File: src/rtl/serial_add_arbiter.sv
// Round-robin arbiter in front of a shared bit-serial adder: one request is granted,
// its operands are added LSB-first over N cycles, and the sum is returned with a tagged done strobe.
module serial_add_arbiter #(
  parameter int N    = 8,
  parameter int NREQ = 4
) (
  input  logic                     clk_i,
  input  logic                     rst_i,
  input  logic [NREQ-1:0]          req_i,
  input  logic [NREQ*N-1:0]        data0_i,
  input  logic [NREQ*N-1:0]        data1_i,
  output logic [NREQ-1:0]          gnt_o,
  output logic                     busy_o,
  output logic                     done_o,
  output logic [$clog2(NREQ)-1:0]  done_id_o,
  output logic [N:0]               sum_o
);

  localparam int IW = $clog2(NREQ);
  localparam int CW = $clog2(N);

  typedef enum logic [1:0] {IDLE, RUN, DONE} state_t;

  state_t          state_q, state_d;
  logic [N-1:0]    a_q, b_q;
  logic            c_q;
  logic [CW-1:0]   cnt_q;
  logic [IW-1:0]   ptr_q, idx_q, done_id_q;
  logic [N:0]      sum_q;

  logic            pick_valid;
  logic [IW-1:0]   pick_idx;
  logic            sum_bit, carry_next, last_bit;

  // First pending request at or after the pointer, wrapping around.
  always_comb begin
    pick_valid = 1'b0;
    pick_idx   = '0;
    for (int i = 0; i < NREQ; i++) begin
      if (!pick_valid && req_i[(int'(ptr_q) + i) % NREQ]) begin
        pick_valid = 1'b1;
        pick_idx   = IW'((int'(ptr_q) + i) % NREQ);
      end
    end
  end

  assign sum_bit    = a_q[0] ^ b_q[0] ^ c_q;
  assign carry_next = (a_q[0] & b_q[0]) | (a_q[0] & c_q) | (b_q[0] & c_q);
  assign last_bit   = (cnt_q == CW'(N - 1));

  always_ff @(posedge clk_i) begin
    if (rst_i) state_q <= IDLE;
    else       state_q <= state_d;
  end

  always_comb begin
    state_d = state_q;
    case (state_q)
      IDLE:    if (pick_valid) state_d = RUN;
      RUN:     if (last_bit)   state_d = DONE;
      DONE:    state_d = IDLE;
      default: state_d = IDLE;
    endcase
  end

  // The result is registered on the last serial step so it is already valid during DONE.
  always_ff @(posedge clk_i) begin
    if (rst_i) begin
      a_q       <= '0;
      b_q       <= '0;
      c_q       <= 1'b0;
      cnt_q     <= '0;
      ptr_q     <= '0;
      idx_q     <= '0;
      done_id_q <= '0;
      sum_q     <= '0;
    end else begin
      case (state_q)
        IDLE: begin
          if (pick_valid) begin
            a_q   <= data0_i[int'(pick_idx)*N +: N];
            b_q   <= data1_i[int'(pick_idx)*N +: N];
            c_q   <= 1'b0;
            cnt_q <= '0;
            idx_q <= pick_idx;
          end
        end
        RUN: begin
          a_q   <= {sum_bit, a_q[N-1:1]};
          b_q   <= {1'b0, b_q[N-1:1]};
          c_q   <= carry_next;
          cnt_q <= cnt_q + CW'(1);
          if (last_bit) begin
            sum_q     <= {carry_next, sum_bit, a_q[N-1:1]};
            done_id_q <= idx_q;
          end
        end
        DONE: begin
          if (idx_q == IW'(NREQ - 1)) ptr_q <= '0;
          else                        ptr_q <= idx_q + IW'(1);
        end
        default: ;
      endcase
    end
  end

  always_comb begin
    gnt_o = '0;
    if (state_q == RUN && cnt_q == '0) gnt_o[idx_q] = 1'b1;
    busy_o    = (state_q != IDLE);
    done_o    = (state_q == DONE);
    done_id_o = done_id_q;
    sum_o     = sum_q;
  end

endmodule

File: config.mk
export PLATFORM = sky130hd
export DESIGN_NAME = serial_add_arbiter
export DESIGN_NICKNAME = d
export VERILOG_FILES = /design/src/rtl/serial_add_arbiter.sv
export SDC_FILE = /design/constraint.sdc
export NUM_CORES = 1
export LEC_CHECK = 0
export ABC_AREA = 1
export BUFFER_PORTS_ARGS = -buffer_cell sky130_fd_sc_hd__buf_2
export CAP_MARGIN = 20
export CELL_PAD_IN_SITES_DETAIL_PLACEMENT = 1
export CELL_PAD_IN_SITES_GLOBAL_PLACEMENT = 1
export CORE_MARGIN = 4
export CORE_UTILIZATION = 36
export CTS_BUF_LIST = sky130_fd_sc_hd__clkbuf_16
export DETAILED_ROUTE_END_ITERATION = 16
export PLACE_DENSITY = 0.94
export SYNTH_ARGS = -nofsm -noshare
export SYNTH_HDL_FRONTEND = slang
export SYNTH_SLANG_ARGS = --single-unit
File: constraint.sdc
create_clock -name clk_i -period 3.5 [get_ports clk_i]
set_input_delay 0.7 -clock clk_i [delete_from_list [all_inputs] [get_ports clk_i]]
set_output_delay 0.7 -clock clk_i [all_outputs]
set_load 0.01 [all_outputs]
==> flow_summary_export.csv <==
group,metric,value,unit
sta,post-route-min-period,2.75,ns
sta,tns,0,ns
sta,drv_slew,0,
critical_path,worstPathMaxFanout,33,
grt,overflow,0,
sta,rsz0062_at_grt,"false",
clock_tree,h-tree-depth,2,
route,first_pass_iters,4,
critical_path,path_class,"reg -> reg",
yosys,yosysWarnings,0,
run,maxCapViolCount,0,
layout,areaGrowthSynthToFinish,22.4,%
sta,min_period_over_period,78.7,%
critical_path,cp_cell_sequence,"inv_2, nand2_1, nand2_2, nand2_2, nand2_1, nor2_2, nand3_2, nand2_2, nand2_4, inv_2, nand2_1, nand3_1, nand3_1, nand2_1, inv_1",
worst_hold_path,min_from,"sum_o[4]",
placement,place_area,3140,um2
route,drt-total-wl,8080,um
critical_path,cp-end-kind,"register",
critical_path,rr_startpoint,"ptr_q[0]",
grt,grt_usage,18.7,%
floorplan,fp.dieW,94.3,um
yosys,syn_area,2680,um2
layout,final_common_cell,"inv_1",
floorplan,core_area,7250,um2
yosys,netlist_instances,460,
critical_path,worst_ep_required_time,3.67,ns
floorplan,dieArea,8890,um2
critical_path,crit_path_frequent_cell,"nand2_1",
layout,layout-drive-gt1-share,21.5,%
sta,setup_viol,0,
critical_path,start_kind,"register",
route,drtIter0Drc,100,
sta,setup_slack,0.746,ns
critical_path,cp_slowest_cell,"dfxtp_1",
grt,grt_pass1_wl,13400,um
yosys,syn_area_per_cell,5.83,um2
sta,slew-limit-headroom,50.1,%
critical_path,cp.arrival,2.92,ns
placement,gp_congestion,0.844,
worst_hold_path,hp-class,"reg -> reg",
route,routedWlPerCell,12.6,um
outcome,status,"complete, no violations",
placement,dp_cells,631,
clock_tree,clockBufferDepth,2,
placement,place_hpwl,6240,um
clock_tree,cts_resized,0,
clock_tree,cts_setup_buffers,0,
grt,grt_max_degree,34,
clock_tree,cts-root-buf,"clkbuf_16",
route,drc,0,
pwr,cellPowerDensity,361,nW/um2
floorplan,ios,87,
route,ant_nets,0,
clock_tree,clkLatencyLatePin,0.29,ns
sta,worst_pin_slew,0.745,ns
yosys,ys_ff_latch,37,
clock_tree,cts_tree,"built",
pwr,ir_drop,0.166,mV
yosys,ys_types,25,
critical_path,cp_top_family,"simple AND/OR/NAND/NOR gates",
clock_tree,hold_buffers,0,
grt,antenna_found_initial,0,
critical_path,max_stage_delay,0.60,ns
layout,layout.nets,617,
route,vias_per_cell,4.65,
clock_tree,clkTransAtPathRegs,0.06,ns
floorplan,start_util,37.0,%
pwr,leakagePower,0.00194,uW
yosys,yosysSeqAreaShare,27.6,%
floorplan,die_y,94.3,um
sta,hold_violations,0,
floorplan,std_cell_rows,31,
sta,max_freq,363,MHz
layout,instances_no_fill,639,
route,num_vias,2974,
layout,final_cell_mix,"130 x inv_1, 120 x nand2_1, 86 x buf_2",
sta,fin_skew,0.00497,ns
clock_tree,numClockSinks,37,
clock_tree,cts-buffers-inserted,5,
layout,antennaDiodeCount,0,
placement,io_buffer_count,86,
layout,final_area,3280,um2
critical_path,startpoint,"ptr_q[0]",
placement,place_worst_setup_slack,0.693,ns
grt,grt_pass1_vias,2998,
critical_path,r2r_slack,0.75,ns
yosys,synth_fp_nets,538,
critical_path,path_buf_inv,3,
[cell families (layout without fill, tap and decap cells)]
logic type                 Yosys count  count (layout)  synth area share, %
and+or+nand+nor                    217             217                 35.9
buffers and inverters              151             231                 22.7
AOI/OAI and AO/OA                   47              47                 9.75
DFF                                 37              37                 27.6
adders and majority gates            8               8                 4.01
[stage by stage]
step	utilization (%)	total power [uW]	hold slack, ns
after floorplan	-	662	0.451
after global placement	43.3	734	0.463
after detailed placement	43.3	749	0.477
after CTS	45.3	1190	0.490
after global routing	45.3	1250	0.504
final	45.3	1180	0.484
[where the power goes]
part | internal (uW) | switching [uW] | total [uW]
sequential | 449 | 11.4 | 460
clock | 261 | 180 | 441
combinational | 103 | 180 | 283
total | 813 | 372 | 1180
[flip-flops by register name, summed over array words and instances, names as in the netlist]
name,flops
sum_o,9
a_q,8
b_q,8
cnt_q,3
done_id_o,2
idx_q,2
ptr_q,2
state_q,2
c_q,1
[path summary, 6_finish.rpt]
path | end | depth (start not counted)
worst max-delay path | a_q[0] | 15
worst min-delay path | sum_o[4] | 2
worst max register to register | a_q[0] | 15
worst min register to register | sum_o[4] | 2
[area by class of cell]
| class | count | area [um2] |
|---|---|---|
| Clock buffer | 5 | 125 |
| Clock inverter | 3 | 17.5 |
| Fill cell | 1049 | 3970 |
| Inverter | 137 | 514 |
| Multi-Input combinational cell | 272 | 1330 |
| Sequential cell | 37 | 741 |
| Tap cell | 99 | 124 |
| Timing Repair Buffer | 86 | 430 |
[worst min-delay path, delay by kind of cell (launching register included)]
family	cells	cell delay [ns]
AND/OR/NAND/NOR	1	0.07
AO/OA/AOI/OAI	1	0.06
flip-flops	1	0.31
[cell usage after synthesis, drive strengths merged]
cell type,instances,area share [%]
o22ai,15,3.5
a21oi,13,2.4
nor2,21,3.8
nand2,130,20
o21ai,16,3.0
clkinv,1,0.14
nand3b,1,0.28
a211oi,2,0.56
buf,10,3.0
ha,7,3.3
fa,1,0.75
dfxtp,37,28
a21boi,1,0.28
nand3,65,12
inv,136,19
clkbuf,4,0.56
[per-layer routing]
layer  GRT usage (%)  vias up  part of all wire [%]  wire, um
li1                -     1524                     -         -
met4            4.57        0                   1.1        85
met3            2.88        7                   4.4       353
met5               0        -                     0         0
met2            30.7       68                    47      3830
met1            25.6     1375                    47      3810
No activity file was read; power rests on OpenSTA's default activity.
